[config.mk]
export PLATFORM = sky130hd
export DESIGN_NAME = display7_mux_driver
export DESIGN_NICKNAME = d
export VERILOG_FILES = /design/src/rtl/display7_pkg.sv /design/src/rtl/display7_mux_driver_bin2bcd.sv /design/src/rtl/display7_mux_driver.sv
export SDC_FILE = /design/constraint.sdc
export NUM_CORES = 1
export LEC_CHECK = 0
export CAP_MARGIN = 20
export CORE_UTILIZATION = 60
export CTS_CLUSTER_SIZE = 25
export DETAILED_ROUTE_END_ITERATION = 16
export DONT_BUFFER_PORTS = 1
export GPL_TIMING_DRIVEN = 0
export PLACE_DENSITY = 0.8
export SKIP_CTS_REPAIR_TIMING = 1
export SLEW_MARGIN = 0
export SYNTH_ARGS = -nofsm -noshare
export SYNTH_HDL_FRONTEND = slang
export SYNTH_HIERARCHICAL = 1
export SYNTH_SLANG_ARGS = --single-unit
[constraint.sdc]
create_clock -name clk -period 7 [get_ports clk]
set_clock_uncertainty 0.05 [all_clocks]
set_input_delay 1.05 -clock clk [delete_from_list [all_inputs] [get_ports clk]]
set_output_delay 1.05 -clock clk [all_outputs]
set_load 0.02 [all_outputs]
[src/rtl/display7_pkg.sv]
// Shared types, segment patterns and helper functions for the multiplexed 7-segment driver.
// Segment patterns are active-low, ordered {g,f,e,d,c,b,a}.
package display7_pkg;

    localparam logic [6:0] SEG_0     = 7'b1000000;
    localparam logic [6:0] SEG_1     = 7'b1111001;
    localparam logic [6:0] SEG_2     = 7'b0100100;
    localparam logic [6:0] SEG_3     = 7'b0110000;
    localparam logic [6:0] SEG_4     = 7'b0011001;
    localparam logic [6:0] SEG_5     = 7'b0010010;
    localparam logic [6:0] SEG_6     = 7'b0000010;
    localparam logic [6:0] SEG_7     = 7'b1111000;
    localparam logic [6:0] SEG_8     = 7'b0000000;
    localparam logic [6:0] SEG_9     = 7'b0011000;
    localparam logic [6:0] SEG_A     = 7'b0001000;
    localparam logic [6:0] SEG_B     = 7'b0000011;
    localparam logic [6:0] SEG_C     = 7'b1000110;
    localparam logic [6:0] SEG_D     = 7'b0100001;
    localparam logic [6:0] SEG_E     = 7'b0000110;
    localparam logic [6:0] SEG_F     = 7'b0001110;
    localparam logic [6:0] SEG_BLANK = 7'b1111111;
    localparam logic [6:0] SEG_DASH  = 7'b0111111;

    typedef enum logic [1:0] {
        IDLE = 2'd0,
        CONV = 2'd1,
        DONE = 2'd2
    } state_t;

    function automatic logic [6:0] seg_decode(input logic [3:0] nibble);
        case (nibble)
            4'h0:    return SEG_0;
            4'h1:    return SEG_1;
            4'h2:    return SEG_2;
            4'h3:    return SEG_3;
            4'h4:    return SEG_4;
            4'h5:    return SEG_5;
            4'h6:    return SEG_6;
            4'h7:    return SEG_7;
            4'h8:    return SEG_8;
            4'h9:    return SEG_9;
            4'hA:    return SEG_A;
            4'hB:    return SEG_B;
            4'hC:    return SEG_C;
            4'hD:    return SEG_D;
            4'hE:    return SEG_E;
            default: return SEG_F;
        endcase
    endfunction

    // At most 8 digits, so 10^8 still fits comfortably in 32 bits.
    function automatic logic [31:0] pow10(input int n);
        logic [31:0] r;
        r = 32'd1;
        for (int i = 0; i < n; i++) begin
            r = r * 32'd10;
        end
        return r;
    endfunction

endpackage

[src/rtl/display7_mux_driver_bin2bcd.sv]
// Sequential double-dabble converter: one add-3/shift step per clock, DATA_W steps per start.
// o_done marks the cycle in which the final shift is applied, so o_bcd is valid the cycle after.
module bin2bcd_seq #(
    parameter int DATA_W   = 14,
    parameter int N_DIGITS = 4
) (
    input  logic                  clk,
    input  logic                  reset,
    input  logic                  i_start,
    input  logic [DATA_W-1:0]     i_bin,
    output logic                  o_busy,
    output logic                  o_done,
    output logic [4*N_DIGITS-1:0] o_bcd
);
    localparam int DIG_W = 4 * N_DIGITS;
    localparam int CNT_W = $clog2(DATA_W + 1);

    logic [DIG_W-1:0]  r_bcd;
    logic [DIG_W-1:0]  w_adj;
    logic [DATA_W-1:0] r_bin;
    logic [CNT_W-1:0]  r_cnt;

    always_comb begin
        w_adj = r_bcd;
        for (int i = 0; i < N_DIGITS; i++) begin
            if (r_bcd[4*i +: 4] >= 4'd5) begin
                w_adj[4*i +: 4] = r_bcd[4*i +: 4] + 4'd3;
            end
        end
    end

    always_ff @(posedge clk or posedge reset) begin
        if (reset) begin
            r_bcd <= '0;
            r_bin <= '0;
            r_cnt <= '0;
        end else if (i_start) begin
            r_bcd <= '0;
            r_bin <= i_bin;
            r_cnt <= CNT_W'(DATA_W);
        end else if (o_busy) begin
            {r_bcd, r_bin} <= {w_adj, r_bin} << 1;
            r_cnt          <= r_cnt - 1'b1;
        end
    end

    assign o_busy = (r_cnt != '0);
    assign o_done = (r_cnt == CNT_W'(1));
    assign o_bcd  = r_bcd;

endmodule

[src/rtl/display7_mux_driver.sv]
// Multi-digit 7-segment driver: load/convert FSM, committed display registers, and a
// refresh-paced digit scan onto one shared active-low segment bus.
module display7_mux_driver
    import display7_pkg::*;
#(
    parameter int N_DIGITS    = 4,
    parameter int DATA_W      = 14,
    parameter int REFRESH_DIV = 50000
) (
    input  logic                clk,
    input  logic                reset,
    input  logic [DATA_W-1:0]   valor,
    input  logic                carrega,
    input  logic                modo_hex,
    input  logic                apaga_zeros,
    output logic                ocupado,
    output logic                pronto,
    output logic                overflow,
    output logic [6:0]          segmentos,
    output logic [N_DIGITS-1:0] anodos
);
    localparam int          DIG_W     = 4 * N_DIGITS;
    localparam int          IDX_W     = (N_DIGITS > 1) ? $clog2(N_DIGITS) : 1;
    localparam int          REF_W     = $clog2(REFRESH_DIV);
    localparam logic [31:0] OVF_LIMIT = pow10(N_DIGITS);

    state_t              r_state;
    state_t              w_state_nxt;
    logic                w_load;
    logic                w_start;
    logic                w_commit;
    logic                w_conv_busy;
    logic                w_conv_done;
    logic [DIG_W-1:0]    w_bcd;
    logic [DIG_W-1:0]    r_hex_digits;
    logic                r_mode_hex;
    logic                r_ovf_pend;
    logic [DIG_W-1:0]    r_disp_digits;
    logic                r_disp_hex;
    logic                r_ovf;
    logic [REF_W-1:0]    r_refresh;
    logic [IDX_W-1:0]    r_idx;
    logic [N_DIGITS-1:0] w_lead_zero;
    logic [3:0]          w_nibble;
    logic [6:0]          w_pattern;

    bin2bcd_seq #(
        .DATA_W  (DATA_W),
        .N_DIGITS(N_DIGITS)
    ) u_bin2bcd (
        .clk    (clk),
        .reset  (reset),
        .i_start(w_start),
        .i_bin  (valor),
        .o_busy (w_conv_busy),
        .o_done (w_conv_done),
        .o_bcd  (w_bcd)
    );

    always_ff @(posedge clk or posedge reset) begin
        if (reset) begin
            r_state <= IDLE;
        end else begin
            r_state <= w_state_nxt;
        end
    end

    // Leaving CONV when the converter is idle is only a guard against a lost done.
    always_comb begin
        w_state_nxt = r_state;
        case (r_state)
            IDLE:    if (carrega) w_state_nxt = modo_hex ? DONE : CONV;
            CONV:    if (w_conv_done || !w_conv_busy) w_state_nxt = DONE;
            DONE:    w_state_nxt = IDLE;
            default: w_state_nxt = IDLE;
        endcase
    end

    always_comb begin
        w_load   = (r_state == IDLE) && carrega;
        w_start  = w_load && !modo_hex;
        w_commit = (r_state == DONE);
        ocupado  = (r_state != IDLE);
        pronto   = (r_state == DONE);
    end

    always_ff @(posedge clk or posedge reset) begin
        if (reset) begin
            r_mode_hex   <= 1'b0;
            r_ovf_pend   <= 1'b0;
            r_hex_digits <= '0;
        end else if (w_load) begin
            r_mode_hex   <= modo_hex;
            r_ovf_pend   <= !modo_hex && (32'(valor) >= OVF_LIMIT);
            r_hex_digits <= DIG_W'(valor);
        end
    end

    // Digits, mode and overflow change together so the scan never mixes two values.
    always_ff @(posedge clk or posedge reset) begin
        if (reset) begin
            r_disp_digits <= '0;
            r_disp_hex    <= 1'b0;
            r_ovf         <= 1'b0;
        end else if (w_commit) begin
            r_disp_digits <= r_mode_hex ? r_hex_digits : w_bcd;
            r_disp_hex    <= r_mode_hex;
            r_ovf         <= r_ovf_pend;
        end
    end

    assign overflow = r_ovf;

    always_ff @(posedge clk or posedge reset) begin
        if (reset) begin
            r_refresh <= '0;
            r_idx     <= '0;
        end else if (r_refresh == REF_W'(REFRESH_DIV - 1)) begin
            r_refresh <= '0;
            r_idx     <= (r_idx == IDX_W'(N_DIGITS - 1)) ? '0 : r_idx + 1'b1;
        end else begin
            r_refresh <= r_refresh + 1'b1;
        end
    end

    // w_lead_zero[i] is set when digit i and every digit above it are zero.
    always_comb begin
        logic v_allz;
        v_allz      = 1'b1;
        w_lead_zero = '0;
        for (int i = N_DIGITS - 1; i >= 0; i--) begin
            v_allz         = v_allz && (r_disp_digits[4*i +: 4] == 4'd0);
            w_lead_zero[i] = v_allz;
        end
    end

    always_comb begin
        w_nibble  = r_disp_digits[{r_idx, 2'b00} +: 4];
        w_pattern = seg_decode(w_nibble);
        if (r_ovf) begin
            w_pattern = SEG_DASH;
        end else if (apaga_zeros && (r_idx != '0) && w_lead_zero[r_idx]) begin
            w_pattern = SEG_BLANK;
        end else if (!r_disp_hex && (w_nibble > 4'd9)) begin
            w_pattern = SEG_BLANK;
        end
    end

    always_ff @(posedge clk or posedge reset) begin
        if (reset) begin
            segmentos <= SEG_BLANK;
            anodos    <= '1;
        end else begin
            segmentos <= w_pattern;
            anodos    <= ~(N_DIGITS'(1) << r_idx);
        end
    end

endmodule

==> metrics.md <==
| Metric | Value |
|---|---|
| Critical path capture point type | `output pin` |
| First-pass DRT Iterations | `5` |
| Family with the most delay on the worst path | `buffers and inverters` |
| # IOs | `33` |
| Status | `finished clean` |
| Yosys cell types | `50` |
| Fillers | `a little over 600` |
| Via count | `roughly 3700` |
| Initial Util | `between 60% and 70%` |
| Fraction of the cycle the final worst path needs | `about two fifths` |
| Final setup TNS | `0 ps` |
| Final min period | `2930 ps` |
| MaxCap Viol Count | `0` |
| Share of cells above drive strength 1 | `between 10 and 15%` |
| Gr ovfl total | `0` |
| YS warnings | `6` |
| Post-route ant nets | `0` |
| P&R area growth vs syn | `7.28%` |
| Core area | `~8300 sq um` |
| Hold WC Path Type | `reg2reg` |
| DRC | `0` |
| Final std cells w/o fill | `between 600 and 700` |
| Hold Vio Cnt, Final | `0` |
| Max-slew violations | `0` |
| CP Max Fanout | `10` |
| Crit path depth | `4` |
| Dpl cells | `around 600` |
| RSZ-0062 raised after global routing | `false` |
| WL final | `about 11 mm` |
| Ant. Diodes | `0` |
| Avg Inst Size Synth | `~10 sq um` |
| Max-slew headroom | `44.6%` |
| DR WL/cell | `around 18 um` |
| Top FF cell, synth | `dfrtp_1` |
| Core Rows | `33` |
| Post-synth ARST share | `100%` |
| Die Wd | `about 95 um` |
| Global-route wire length before repair | `18.1 mm` |
| Clk Latency, worst-skew pair | `around 370 ps` |
| Num CTS Buffers | `9` |
| Post-route setup slack | `4070 ps` |
| Clock Tree Root | `clkbuf_8` |
| Slew @ Worst Pin | `830 ps` |
| Htree depth | `3` |
| Pre-CTS setup slack | `around 4400 ps` |
| Antenna violations before repair | `0` |
| Final net count | `between 500 and 600` |
| Longest Clk Path Bufs | `2` |
| Power Density | `around 400 nW/um^2` |
| Max Freq | `between 300 and 400 MHz` |
| Leakage dissipation | `2.41 nW` |
| CP max-delay cell | `dfrtp_1` |
| Pwr Total | `2.22 mW` |
| Max VDD drop | `just over 0.2 mV` |
| CP required | `between 5000 and 6000 ps` |
| Sequential area share after synthesis | `between 40% and 50%` |
| Most frequent cells in the layout | `88 x dfrtp_1, 47 x nand2_1, 43 x o21ai_0` |
| Initial drt markers | `around 190` |
| All-layer global routing usage | `between 20% and 30%` |
| Critical path type | `reg2out` |
| EDFF count, synth | `0` |
| # setup viols final | `0` |
| Commonest non-fill, non-tap cell in the layout | `dfrtp_1` |
| Syn Nets | `534` |
| Hold depth | `1` |
| Die area | `about 9000 sq um` |
| Bufs and invs on worst path | `3` |
| Yosys reg bits | `just under 100` |
| Clock-pin slew on the worst setup and hold paths | `approximately 100 ps` |
| Max incr delay on CP | `440 ps` |
| Sink Count | `99` |
| DP Wirelength | `around 7.9 mm` |
| Largest net degree at the start of global routing | `39` |
| Gp weighted congestion | `around 0.86` |
| Synth Instances | `a little under 500` |
| Worst R2R Path Depth | `8` |
| CP arrival | `1830 ps` |
| Synth Cell Area | `5150 sq um` |
| Drt via density | `around 6` |
| DIE HEIGHT | `between 90 and 100 um` |
| Worst-path cell chain | `nand2b_1 -> clkbuf_1 -> clkbuf_1 -> inv_1` |
| Vias in the first global route | `3827` |
| Startpoint Class | `flop` |
| Buffers added on ports | `0` |
| CTS tree | `yes` |
| CP dominant cell by count | `clkbuf_1` |
[worst reg2reg max path: cells and delay by family (launching register included)]
family | cells | cell delay (ps)
AOI/OAI and AO/OA | 2 | 430
adders and majority gates | 1 | 300
buffers and inverters | 2 | 310
DFF | 1 | 400
muxes | 1 | 650
and+or+nand+nor | 2 | 320
[per-stage QoR]
| step | instance area, sq um | hold WS, ps | util, % |
|---|---|---|---|
| final | 5530 | 416 | 67.0 |
| after global routing | 5530 | 433 | 67.0 |
| after CTS | 5530 | 420 | 67.0 |
| after detailed placement | 5330 | 406 | 64.6 |
| after global placement | 5290 | 403 | 64.0 |
| after floorplan | 5150 | 386 | - |
[sequential cells by signal (all words and copies together), names as in the netlist, 2 cells and up]
signal / cells
r_disp_digits: 16
r_refresh: 16
u_bin2bcd/o_bcd: 16
r_hex_digits: 14
u_bin2bcd/r_bin: 14
segmentos: 7
anodos: 4
u_bin2bcd/r_cnt: 4
r_idx: 2
r_state: 2
[cell type report]
type                    count  area [sq um]  area share, %
clock inverters             4          51.3          0.928
repair buffers              2          47.5          0.860
multi-input cells         334          2380           43.1
well taps                 105           131           2.38
inverters                  37           139           2.51
plain buffers              24           143           2.58
flip-flops and latches     99          2490           45.1
clock buffers              12           145           2.63
[path summary, 6_finish.rpt]
check | slack [ps] | endpoint | startpoint
worst max-delay path | 4070 | pronto | r_state[0]
worst min-delay path | 420 | r_state[1] | r_state[1]
worst max register to register | 4430 | segmentos[2] | r_idx[0]
worst min register to register | 420 | r_state[1] | r_state[1]
max in group asynchronous | 5520 | segmentos[6] | reset
min in group asynchronous | 600 | u_bin2bcd/r_bin[11] | reset
[metal layers]
layer / global-route usage, % / share of wire, %
met2: 47.7 / 52
met5: 0 / 0
met1: 31.6 / 41
met4: 9.09 / 2.0
met3: 5.48 / 4.2
[cell usage after synthesis, types with 2 or more instances]
| cell | instances | area share (%) |
|---|---|---|
| a2111oi_0 | 2 | 0.34 |
| a211o_1 | 3 | 0.51 |
| a21boi_0 | 2 | 0.29 |
| a21o_1 | 2 | 0.29 |
| a21oi_1 | 10 | 0.97 |
| a311oi_1 | 4 | 0.68 |
| buf_2 | 4 | 0.39 |
| buf_6 | 5 | 1.1 |
| clkbuf_1 | 13 | 0.95 |
| dfrtp_1 | 88 | 43 |
| dfstp_2 | 11 | 5.6 |
| ha_1 | 21 | 5.1 |
| inv_1 | 36 | 2.6 |
| mux2_2 | 19 | 4.2 |
| mux2i_1 | 31 | 6.0 |
| mux4_1 | 2 | 1.0 |
| mux4_2 | 2 | 0.87 |
| nand2_1 | 47 | 3.4 |
| nand2b_1 | 6 | 0.73 |
| nand3_1 | 15 | 1.5 |
| nand3b_1 | 3 | 0.44 |
| nand4_1 | 4 | 0.49 |
| nor2_1 | 31 | 2.3 |
| nor2b_1 | 10 | 1.2 |
| nor3_1 | 9 | 0.87 |
| nor4_1 | 6 | 0.73 |
| nor4b_1 | 2 | 0.34 |
| o2111ai_1 | 7 | 1.2 |
| o211ai_1 | 7 | 1.0 |
| o21a_1 | 5 | 0.73 |
| o21ai_0 | 43 | 4.2 |
| or3_1 | 6 | 0.73 |
| or3_2 | 7 | 1.0 |
| xnor2_1 | 9 | 1.5 |
| xor2_1 | 7 | 1.2 |
[report_power, final]
part,leakage (nW),internal (mW),switching [mW],total [mW]
combinational,1.09,0.398,0.448,0.846
sequential,1.22,0.796,0.205,1.00
clock,0.0966,0.176,0.195,0.370
[kinds of logic after synthesis]
kind of cell / after synthesis / synth area share [%]
compound gates: 91 / 11.5
xor+xnor: 16 / 2.72
fa+ha+maj: 21 / 5.10
buf+inv: 61 / 5.46
flops: 99 / 48.3
mux: 54 / 12.1
simple gates: 152 / 14.9
Power figures use the tool's default switching activity.
